## src/rtl/integ_pkg.sv

```systemverilog
`default_nettype none
// ============================================================================
// Module   : integ_pkg
// Purpose  : Shared types and helpers for the integ_accum integrator.
//            - state_e       : controller states (IDLE, ADD, UPD)
//            - C_ACC_W_DEF   : default accumulator width
//            - sat_pos/neg   : two's-complement saturation limits for a width,
//                              returned as 32-bit patterns (caller slices)
// Revision : 1.0 - initial release
// ============================================================================
package integ_pkg;

  typedef enum logic [1:0] {
    IDLE = 2'd0,
    ADD  = 2'd1,
    UPD  = 2'd2
  } state_e;

  localparam int C_ACC_W_DEF = 16;

  // Largest positive value representable in w bits: 2^(w-1) - 1
  function automatic logic [31:0] sat_pos(input int w);
    sat_pos = (32'h1 << (w - 1)) - 32'h1;
  endfunction

  // Most negative value in w bits: -2^(w-1), i.e. only the sign bit set
  function automatic logic [31:0] sat_neg(input int w);
    sat_neg = 32'h1 << (w - 1);
  endfunction

endpackage : integ_pkg
`default_nettype wire

```

## src/rtl/byte_addsub.sv

```systemverilog
`default_nettype none
// ============================================================================
// Module   : byte_addsub
// Purpose  : One byte slice of the add/subtract datapath. Computes
//            a + (sub ? ~b : b) + cin as a 9-bit sum. Purely combinational;
//            the integrator time-multiplexes a single instance over all bytes.
// Ports    : a_i[7:0], b_i[7:0] - operand bytes
//            sub_i              - invert b_i (subtract when cin_i = 1)
//            cin_i              - carry in
//            s_o[7:0], cout_o   - sum byte and carry out
//            a_msb_o, bi_msb_o  - sign bits of the two adder operands
// Revision : 1.0 - initial release
// ============================================================================
module byte_addsub (
  input  logic [7:0] a_i,
  input  logic [7:0] b_i,
  input  logic       sub_i,
  input  logic       cin_i,
  output logic [7:0] s_o,
  output logic       cout_o,
  output logic       a_msb_o,
  output logic       bi_msb_o
);

  logic [7:0] w_bi;
  logic [8:0] w_sum;

  assign w_bi  = sub_i ? ~b_i : b_i;
  assign w_sum = {1'b0, a_i} + {1'b0, w_bi} + {8'd0, cin_i};

  assign s_o      = w_sum[7:0];
  assign cout_o   = w_sum[8];
  assign a_msb_o  = a_i[7];
  assign bi_msb_o = w_bi[7];

endmodule : byte_addsub
`default_nettype wire

```

## src/rtl/integ_accum.sv

```systemverilog
`default_nettype none
// ============================================================================
// Module   : integ_accum
// Purpose  : Multi-cycle signed integrator. Each strt adds (sub=0) or
//            subtracts (sub=1) a sign-extended 8-bit error sample to/from a
//            wide accumulator, one byte per cycle, then commits the result
//            and flags signed overflow (sticky).
// Ports    : clk, rst_n          - clock, synchronous active-low reset
//            strt_i, sub_i, err_i - start request, direction, error sample
//            clr_i                - zero integ/ov (IDLE only, beats strt)
//            busy_o, done_o       - op in progress, one-cycle completion pulse
//            integ_o, ov_o        - accumulator value, sticky overflow flag
// Config   : INTEG_SAT_EN - when defined, an overflowing result is clamped to
//            the signed limit instead of wrapping.
// Revision : 1.0 - initial release
// ============================================================================
module integ_accum
  import integ_pkg::*;
#(
  parameter int ACC_W = C_ACC_W_DEF
) (
  input  logic             clk,
  input  logic             rst_n,
  input  logic             strt_i,
  input  logic             sub_i,
  input  logic [7:0]       err_i,
  input  logic             clr_i,
  output logic             busy_o,
  output logic             done_o,
  output logic [ACC_W-1:0] integ_o,
  output logic             ov_o
);

  localparam int NBYTE = ACC_W / 8;
  localparam int KW    = (NBYTE > 1) ? $clog2(NBYTE) : 1;
  localparam logic [KW-1:0] C_K_LAST = KW'(NBYTE - 1);

  state_e           state_q, state_d;
  logic [ACC_W-1:0] a_q, a_d;       // working copy of integ, shifted down a byte per cycle
  logic [ACC_W-1:0] b_q, b_d;       // sign-extended err, shifted alongside a_q
  logic [ACC_W-1:0] res_q, res_d;   // result bytes shifted in from the top
  logic             sub_q, sub_d;
  logic             carry_q, carry_d;
  logic [KW-1:0]    k_q, k_d;
  logic             a_msb_q, a_msb_d;
  logic             bi_msb_q, bi_msb_d;
  logic [ACC_W-1:0] integ_q, integ_d;
  logic             ov_q, ov_d;
  logic             done_q, done_d;

  logic [7:0]       w_s;
  logic             w_cout;
  logic             w_a_msb;
  logic             w_bi_msb;
  logic             w_ovf;
  logic [ACC_W-1:0] w_upd_val;

  // Operands are always presented from byte 0 because a_q/b_q shift right
  byte_addsub u_byte_addsub (
    .a_i      (a_q[7:0]),
    .b_i      (b_q[7:0]),
    .sub_i    (sub_q),
    .cin_i    (carry_q),
    .s_o      (w_s),
    .cout_o   (w_cout),
    .a_msb_o  (w_a_msb),
    .bi_msb_o (w_bi_msb)
  );

  // Signed overflow: operands agree in sign but the result does not
  assign w_ovf = (a_msb_q == bi_msb_q) && (res_q[ACC_W-1] != a_msb_q);

`ifdef INTEG_SAT_EN
  logic [31:0] w_pos_lim;
  logic [31:0] w_neg_lim;

  assign w_pos_lim = sat_pos(ACC_W);
  assign w_neg_lim = sat_neg(ACC_W);
  // Both operands share a_msb on overflow, so it selects the clamp direction
  assign w_upd_val = !w_ovf  ? res_q :
                     a_msb_q ? w_neg_lim[ACC_W-1:0] : w_pos_lim[ACC_W-1:0];
`else
  assign w_upd_val = res_q;
`endif

  always_comb begin
    state_d  = state_q;
    a_d      = a_q;
    b_d      = b_q;
    res_d    = res_q;
    sub_d    = sub_q;
    carry_d  = carry_q;
    k_d      = k_q;
    a_msb_d  = a_msb_q;
    bi_msb_d = bi_msb_q;
    integ_d  = integ_q;
    ov_d     = ov_q;
    done_d   = 1'b0;

    case (state_q)
      IDLE: begin
        if (clr_i) begin
          integ_d = '0;
          ov_d    = 1'b0;
        end else if (strt_i) begin
          a_d     = integ_q;
          b_d     = {{(ACC_W-8){err_i[7]}}, err_i};
          sub_d   = sub_i;
          carry_d = sub_i;   // +1 completes the two's-complement negate
          k_d     = '0;
          state_d = ADD;
        end
      end
      ADD: begin
        a_d     = a_q >> 8;
        b_d     = b_q >> 8;
        res_d   = {w_s, res_q[ACC_W-1:8]};
        carry_d = w_cout;
        k_d     = k_q + 1'b1;
        if (k_q == C_K_LAST) begin
          a_msb_d  = w_a_msb;
          bi_msb_d = w_bi_msb;
          state_d  = UPD;
        end
      end
      UPD: begin
        integ_d = w_upd_val;
        if (w_ovf) begin
          ov_d = 1'b1;
        end
        done_d  = 1'b1;
        state_d = IDLE;
      end
      default: state_d = IDLE;
    endcase
  end

  always_ff @(posedge clk) begin
    if (!rst_n) begin
      state_q  <= IDLE;
      a_q      <= '0;
      b_q      <= '0;
      res_q    <= '0;
      sub_q    <= 1'b0;
      carry_q  <= 1'b0;
      k_q      <= '0;
      a_msb_q  <= 1'b0;
      bi_msb_q <= 1'b0;
      integ_q  <= '0;
      ov_q     <= 1'b0;
      done_q   <= 1'b0;
    end else begin
      state_q  <= state_d;
      a_q      <= a_d;
      b_q      <= b_d;
      res_q    <= res_d;
      sub_q    <= sub_d;
      carry_q  <= carry_d;
      k_q      <= k_d;
      a_msb_q  <= a_msb_d;
      bi_msb_q <= bi_msb_d;
      integ_q  <= integ_d;
      ov_q     <= ov_d;
      done_q   <= done_d;
    end
  end

  assign busy_o  = (state_q != IDLE);
  assign done_o  = done_q;
  assign integ_o = integ_q;
  assign ov_o    = ov_q;

endmodule : integ_accum
`default_nettype wire
```

## config.mk

```make
export PLATFORM = sky130hd
export DESIGN_NAME = integ_accum
export DESIGN_NICKNAME = d
export VERILOG_FILES = /design/src/rtl/integ_pkg.sv /design/src/rtl/byte_addsub.sv /design/src/rtl/integ_accum.sv
export SDC_FILE = /design/constraint.sdc
export NUM_CORES = 1
export LEC_CHECK = 0
export ABC_AREA = 1
export BUFFER_PORTS_ARGS = -buffer_cell sky130_fd_sc_hd__buf_2
export CORE_AREA = 2 2 87 73
export DETAILED_ROUTE_END_ITERATION = 12
export DIE_AREA = 0 0 89 75
export GPL_ROUTABILITY_DRIVEN = 0
export MAX_ROUTING_LAYER = met4
export PLACE_DENSITY_LB_ADDON = 0.12
export RECOVER_POWER = 100
export REMOVE_ABC_BUFFERS = 1
export SYNTH_ARGS = -nofsm -noshare
export SYNTH_HDL_FRONTEND = slang
export SYNTH_SLANG_ARGS = --single-unit
```

## constraint.sdc

```tcl
create_clock -name clk -period 1.97 [get_ports clk]
set_input_delay 0.394 -clock clk [delete_from_list [all_inputs] [get_ports clk]]
set_output_delay 0.394 -clock clk [all_outputs]
set_load 0.05 [all_outputs]
```

==> summary.txt, run 1 <==
Run status
  • Outcome: finished, final reports clean

Critical path
  • Critical Path Source Type: flop
  • Worst path required time: about 2.2 ns
  • Reg2reg start: sub_q
  • CP startpoint: sub_q
  • Critical path class: flop to flop
  • Critical Path Sink: res_q[15]
  • CP Capture Type: flop
  • Worst-path fanout max: 3
  • Flop-to-flop setup slack: 0.14 ns
  • Reg2reg end: res_q[15]
  • Crit path DAT: between 2 and 2.5 ns
  • R2r worst-path depth: 10

Timing
  • Hold slack: 0.3199 ns
  • Final Critical Period: 1.827 ns
  • Worst rel slew slack: 0.6009
  • Worst-margin pin slew: approximately 0.60 ns
  • Fin. max-slew vios: 0
  • Final setup viols: 0
  • Clock Skew: 0.005489 ns
  • RSZ-0062 raised after global routing: no
  • Final Hold Fails: 0
  • Max Freq: 547.3 MHz
  • Tcrit/Tclk final: 0.9274

Route
  • Vias per std cell: 5.177
  • Wire per inst: about 15 um
  • Pre-Repair DR Iteration Count: 4
  • Remaining DRCs: 0
  • Final WL: 7003 um
  • 1st-iter DRT viols: 154
  • Antenna Nets Post-Route: 0
  • Via count: 2485

Global routing
  • Met3 GRT Util: 0.08004
  • Total GRT Usage: 0.2327
  • First-pass GRT wire length: 11050 um
  • Vias in the first global route: 2240
  • GRT busiest layer: met2
  • Met1 usage: 0.3231
  • GR Layer Usage met2: 0.3275
  • Grt ovf: 0
  • Initial antenna violation count: 0
  • Largest net degree at the start of global routing: 50

Cells and area
  • Layout cells sized above 1: 0.1003
  • Final core utilization: 0.5583
  • Antenna Cells: 0
  • Area grow syn2layout: 14.49%
  • Final layout net count: approximately 420

Floorplanning
  • Die height: 75 um
  • Die Width: 89 um
  • Initial core utilization: 0.4876
  • Area of the core: approximately 5800 um2
  • IO Pins: 32
  • Std cell rows: 25
  • Area of the die: approximately 6700 um2

Pwr
  • Clk pwr share: 0.384
  • Max VDD drop: approximately 0.44 mV
  • Flop pwr share: 0.482
  • P_int: 2193 uW
  • Combinational share of power: 0.134
  • Leakage: about 0.0013 uW
  • Switching power: 799.1 uW
  • Power Dens Cells: 931.1 nW/um2
  • Sw Ratio: 0.2671

Clock network
  • Post-cts sizing count: 0
  • CTS clk-pin slew, worst paths: 0.07 ns
  • # Post-CTS Setup Buffers: 0
  • Max Buffers Root-to-Sink: 2
  • CTS sink cnt: 66
  • Latest clock arrival within the worst-skew pair: 0.34 ns
  • Total CTS buffers: 9
  • Hold Buf Count CTS: 0
  • CTS H-Tree Depth: 3
  • CTS tree: yes
  • Root Driver: clkbuf_8

Synthesis
  • Synth warn: 0
  • Count of different cell masters after synthesis: 24
  • Synth Instances: about 360
  • Avg Synthesized Cell Area: 7.774 um2
  • Cell area after synthesis: 2806 um2
  • Synth Register Bits: 66
  • Sequential area share after synthesis: 0.4708

Flow run
  • Max-Cap Viols: 0

Placement
  • Port Buf Inserts: 31
  • Dpl hpwl: 4500 um

Min path
  • Worst Hold Class: input port to flop
[per-layer routing]
layer  up-vias  wire (um)  share of wire
met5         -          0              0
met4         0         89          0.013
met1      1128       3480           0.50
li1       1277          -              -
met3         8        519          0.074
met2        72       2914           0.42
[sequential cells by signal (all words and copies together), names as in the netlist]
| signal | flops |
|---|---|
| a_q | 16 |
| integ_o | 16 |
| res_q | 16 |
| b_q | 9 |
| state_q | 2 |
| a_msb_q | 1 |
| bi_msb_q | 1 |
| carry_q | 1 |
| done_o | 1 |
| k_q | 1 |
| ov_o | 1 |
| sub_q | 1 |
[stage by stage]
| step | power, uW | instance area (um2) | setup WS [ns] | setup TNS (ns) | instances |
|---|---|---|---|---|---|
| 2_1_floorplan | 1728 | 2720 | -0.2174 | -2.041 | 343 |
| 3_3_place_gp | 1866 | 3044 | 0.2132 | 0 | 464 |
| 3_5_place_dp | 1869 | 3044 | 0.1552 | 0 | 464 |
| 4_1_cts | 3015 | 3242 | 0.1343 | 0 | 480 |
| 5_1_grt | 3126 | 3213 | 0.02494 | 0 | 480 |
| 6_report | 2992 | 3213 | 0.1430 | 0 | 480 |
[worst min-delay path by stage]
stage | startpoint | end | slack [ns] | depth (start not counted)
detailed placement | res_q[2] | integ_o[2] | 0.44 | 2
CTS | err_i[2] | b_q[2] | 0.31 | 3
floorplan | res_q[0] | integ_o[0] | 0.42 | 2
finish | err_i[2] | b_q[2] | 0.32 | 3
global route | err_i[4] | b_q[4] | 0.31 | 3
global placement | res_q[2] | integ_o[2] | 0.44 | 2
[synth_stat cells, drive strengths merged]
cell type,instances,share of area
nand2,75,0.10
inv,31,0.041
nand4,1,0.0022
or2,2,0.0045
nand3b,2,0.0053
nor2,16,0.025
fa,2,0.014
dfxtp,66,0.47
a211oi,1,0.0027
ha,7,0.031
o21ai,54,0.096
buf,11,0.021
nand3,27,0.048
xnor2,3,0.0094
clkbuf,7,0.0094
xor2,8,0.025
a31oi,16,0.036
a21oi,32,0.057
[cells in the final DEF (no fill, tap or decap), drive strengths merged]
| cell type | n |
|---|---|
| nand3b | 2 |
| a21oi | 32 |
| xor2 | 8 |
| bufinv | 1 |
| a31oi | 16 |
| nand2 | 75 |
| inv | 31 |
| dfxtp | 66 |
| ha | 7 |
| clkinv | 1 |
| nor2 | 16 |
| o21ai | 54 |
| clkbuf | 35 |
| nand4 | 1 |
| fa | 2 |
| nand3 | 27 |
| xnor2 | 3 |
| buf | 19 |
| a211oi | 1 |
| or2 | 2 |
[area by class of cell]
cell class | count | area (um2)
Timing Repair Buffer | 40 | 193.9
Tap cell | 81 | 101.3
Clock inverter | 2 | 35.03
Inverter | 31 | 116.4
Fill cell | 585 | 2542
Sequential cell | 66 | 1321
Clock buffer | 14 | 162.7
Multi-Input combinational cell | 246 | 1282
[critical path: stages, from the launching register on]
cell and delay (ns):
dfxtp_1 0.37, buf_4 0.15, xor2_1 0.19, ha_1 0.29
or2_2 0.32, nand3_1 0.12, nand2_1 0.07, nand2_1 0.06
nand3_1 0.06, nand2_1 0.07, inv_1 0.03
[cells by family after synthesis]
logic type,after synthesis,share of synthesized area
AO/OA/AOI/OAI,103,0.1917
AND/OR/NAND/NOR,123,0.1855
flip-flops,66,0.4708
XOR/XNOR,11,0.03433
buffers and inverters,49,0.07223
adder cells (fa/ha/maj),9,0.04547
[power by group through the flow]
stage,registers [uW],clock network (uW),logic (uW)
floorplan,1460,0,265
global placement,1470,0,397
detailed placement,1470,0,399
CTS,1440,1170,403
global route,1450,1220,453
finish,1440,1150,401
(Power assumes the default switching activity.)
==> run 2, diff against run 1 <==
--- a/config.mk
+++ b/config.mk
@@ -5,11 +5,10 @@
 export SDC_FILE = /design/constraint.sdc
 export NUM_CORES = 1
 export LEC_CHECK = 0
-export ABC_AREA = 1
 export BUFFER_PORTS_ARGS = -buffer_cell sky130_fd_sc_hd__buf_2
-export CORE_AREA = 2 2 87 73
+export CORE_AREA = 2 2 87 72
 export DETAILED_ROUTE_END_ITERATION = 12
-export DIE_AREA = 0 0 89 75
+export DIE_AREA = 0 0 89 74
 export GPL_ROUTABILITY_DRIVEN = 0
 export MAX_ROUTING_LAYER = met4
 export PLACE_DENSITY_LB_ADDON = 0.12
==> run 2 against run 1 <==
Critical path type unchanged. Utilization increased by 2.4 points. Clock skew decreased by 0.0026 ns. Total power shrank 4.9%. Hold slack gained 0.010 ns. Worst setup slack got worse by 0.16 ns. Sequential power is essentially flat. Clock-buffer cell count is 2 lower. First-iteration DRC count shrank 25%. Synthesized cell count fell by 11%. The run now ends with negative setup slack left. Register-to-register slack worse by 0.16 ns.
==> summary.txt, run 2 <==
Pwr
  • Max VDD drop: 0.4619 mV
  • Tot Pwr: 2845 uW
  • Power Dens Cells: 848.6 nW/um2
  • Leakage: around 0.0013 uW

Clock network
  • Hold Buf Count CTS: 0
  • CTS sink cnt: 66
  • CTS tree: yes
  • Latest clock arrival within the worst-skew pair: 0.33 ns
  • Total CTS buffers: 9
  • Root Driver: clkbuf_8
  • CTS H-Tree Depth: 3
  • Max Buffers Root-to-Sink: 2
  • CTS clk-pin slew, worst paths: 0.06 ns

Global routing
  • Total GRT Usage: 0.2289
  • Grt ovf: 0
  • Initial antenna violation count: 0
  • First-pass GRT wire length: 10930 um
  • Largest net degree at the start of global routing: 43
  • Vias in the first global route: about 2200

Synthesis
  • Synth Register Bits: 66
  • Synth warn: 0
  • Synth Instances: about 320
  • Post-synth EDFFs: 0
  • Avg Synthesized Cell Area: 8.972 um2
  • Sequential area share after synthesis: 0.4573
  • Synth top area cells: dfxtp_1 (46%), nand2_1 (6.1%), a21oi_1 (5.4%)
  • Async set or reset register ratio after synthesis: 0
  • Top cells by count, synth: dfxtp_1 (66), nand2_1 (47), a21oi_1 (31)
  • Main synth FF type: dfxtp_1
  • Most numerous cell in the Yosys netlist: dfxtp_1
  • Yosys top cell area share: 0.4573
  • Cell area after synthesis: slightly below 3000 um2
  • Synth area leader: dfxtp_1
  • Count of different cell masters after synthesis: 47

Floorplanning
  • Die Width: 89 um
  • Die height: 74 um
  • IO Pins: 32
  • Area of the core: 5756 um2
  • Initial core utilization: 0.5020
  • Area of the die: 6586 um2
  • Std cell rows: 25

Timing
  • Max Freq: 503.1 MHz
  • Final setup viols: 1
  • Clock Skew: ~0.0028 ns
  • Tcrit/Tclk final: 1.009
  • Fin. max-slew vios: 0
  • Fin Setup TNS: -0.01762 ns
  • Hold slack: 0.3301 ns
  • Setup slack after layout: -0.01762 ns
  • Worst rel slew slack: 0.2982
  • Final Critical Period: 1.988 ns
  • Final Hold Fails: 0
  • RSZ-0062 raised after global routing: yes
  • Worst-margin pin slew: 1.053 ns

Flow run
  • Max-Cap Viols: 0

Route
  • Final WL: 6807 um
  • Pre-Repair DR Iteration Count: 4
  • Vias per std cell: 5.421
  • 1st-iter DRT viols: 116
  • Remaining DRCs: 0
  • Via count: 2396
  • Wire per inst: 15.40 um
  • Antenna Nets Post-Route: 0

Critical path
  • CP most frequent cell: fa_2
  • CP Capture Type: flop
  • Critical path class: flop to flop
  • Critical path's slowest cell: dfxtp_2
  • Reg2reg start: sub_q
  • Crit path DAT: 2.19 ns
  • Reg2reg end: carry_q
  • Worst-path fanout max: 3
  • Worst path required time: 2.18 ns
  • Cell family with most CP delay: compound AO/OA/AOI/OAI gates
  • Worst Path Buf+Inv: 1
  • R2r worst-path depth: 8
  • Max incr delay on CP: between 0.3 and 0.4 ns
  • Critical Path Source Type: flop
  • Flop-to-flop setup slack: -0.02 ns
  • Critical-path cell list: xnor2_2 > fa_2 > inv_2 > fa_2 > a211o_1 > a21o_1 > a21oi_1 > o32ai_1

Placement
  • Post-DP Area: 3152 um2
  • Port Buf Inserts: 31
  • Dpl hpwl: 4444 um

Cells and area
  • Final layout net count: 379
  • Most common cell after layout, fill and taps aside: dfxtp_1
  • Layout cells sized above 1: 0.1745
  • Antenna Cells: 0
  • Area grow syn2layout: 16.07%
  • Most frequent cells in the layout: dfxtp_1 (65), nand2_1 (47), nor2_1 (29)
  • Final non-filler cell area: 3353 um2

Run status
  • Failing checks: negative setup slack
  • Outcome: complete, but fails checks

Min path
  • Worst Hold Class: input port to flop
  • Hold_sp: sub_i
  • Hold path depth: 3
  • Hold path endpoint: sub_q
-- run 2: worst max-delay path by stage --
stage,to,start,slack [ns],cells after the start
global route,carry_q,sub_q,-0.11,8
global placement,carry_q,sub_q,0.01,8
floorplan,carry_q,sub_q,-0.20,8
CTS,res_q[15],sub_q,-0.003,8
finish,carry_q,sub_q,-0.02,8
detailed placement,carry_q,sub_q,-0.01,8
-- run 2: layout make-up --
| class | instances | area, um2 |
|---|---|---|
| Tap cell | 81 | 101.3 |
| Multi-Input combinational cell | 227 | 1474 |
| Sequential cell | 66 | 1323 |
| Inverter | 6 | 22.52 |
| Clock buffer | 12 | 155.1 |
| Clock inverter | 3 | 15.01 |
| Fill cell | 591 | 2402 |
| Timing Repair Buffer | 47 | 262.8 |
-- run 2: worst reg2reg max path, stage by stage, from the launching register on --
cell and delay, ns:
dfxtp_2 0.34, xnor2_2 0.20, fa_2 0.24, inv_2 0.04, fa_2 0.34, a211o_1 0.29, a21o_1 0.19, a21oi_1 0.14
o32ai_1 0.09
-- run 2: metal layers --
metal  share of wire  up-vias  wire, um  track usage
li1                -     1212         -            -
met1            0.51     1128      3455       0.3188
met2            0.43       45      2951       0.3259
met3           0.047       11       319      0.05438
met4           0.012        0        81      0.08126
met5               0        -         0            -
-- run 2: kinds of logic after synthesis --
kind of cell    synth area share
simple gates              0.1988
compound gates            0.2235
flops                     0.4573
buf+inv                  0.04894
xor+xnor                 0.02729
fa+ha+maj                0.04417
-- run 2: power by group --
group          switching, uW  total (uW)  internal (uW)
logic                    267         428            161
registers               42.1        1430           1390
clock network            475         987            512
-- run 2: what timing repair did --
| action | in CTS | in global routing |
|---|---|---|
| buffers inserted | 0 | 1 |
| pin swaps | 1 | 8 |
| resized for setup | 2 | 13 |
| setup endpoints to repair | 1 | 6 |
| endpoints found under the hold margin | 0 | 0 |
-- run 2: metrics by stage --
step	setup slack (ns)	instances	utilization
floorplan	-0.1963	299	-
finish	-0.01762	442	0.5826
detailed placement	-0.01348	426	0.5476
CTS	-0.003487	441	0.5780
global placement	0.01012	426	0.5476
global route	-0.1082	442	0.5826
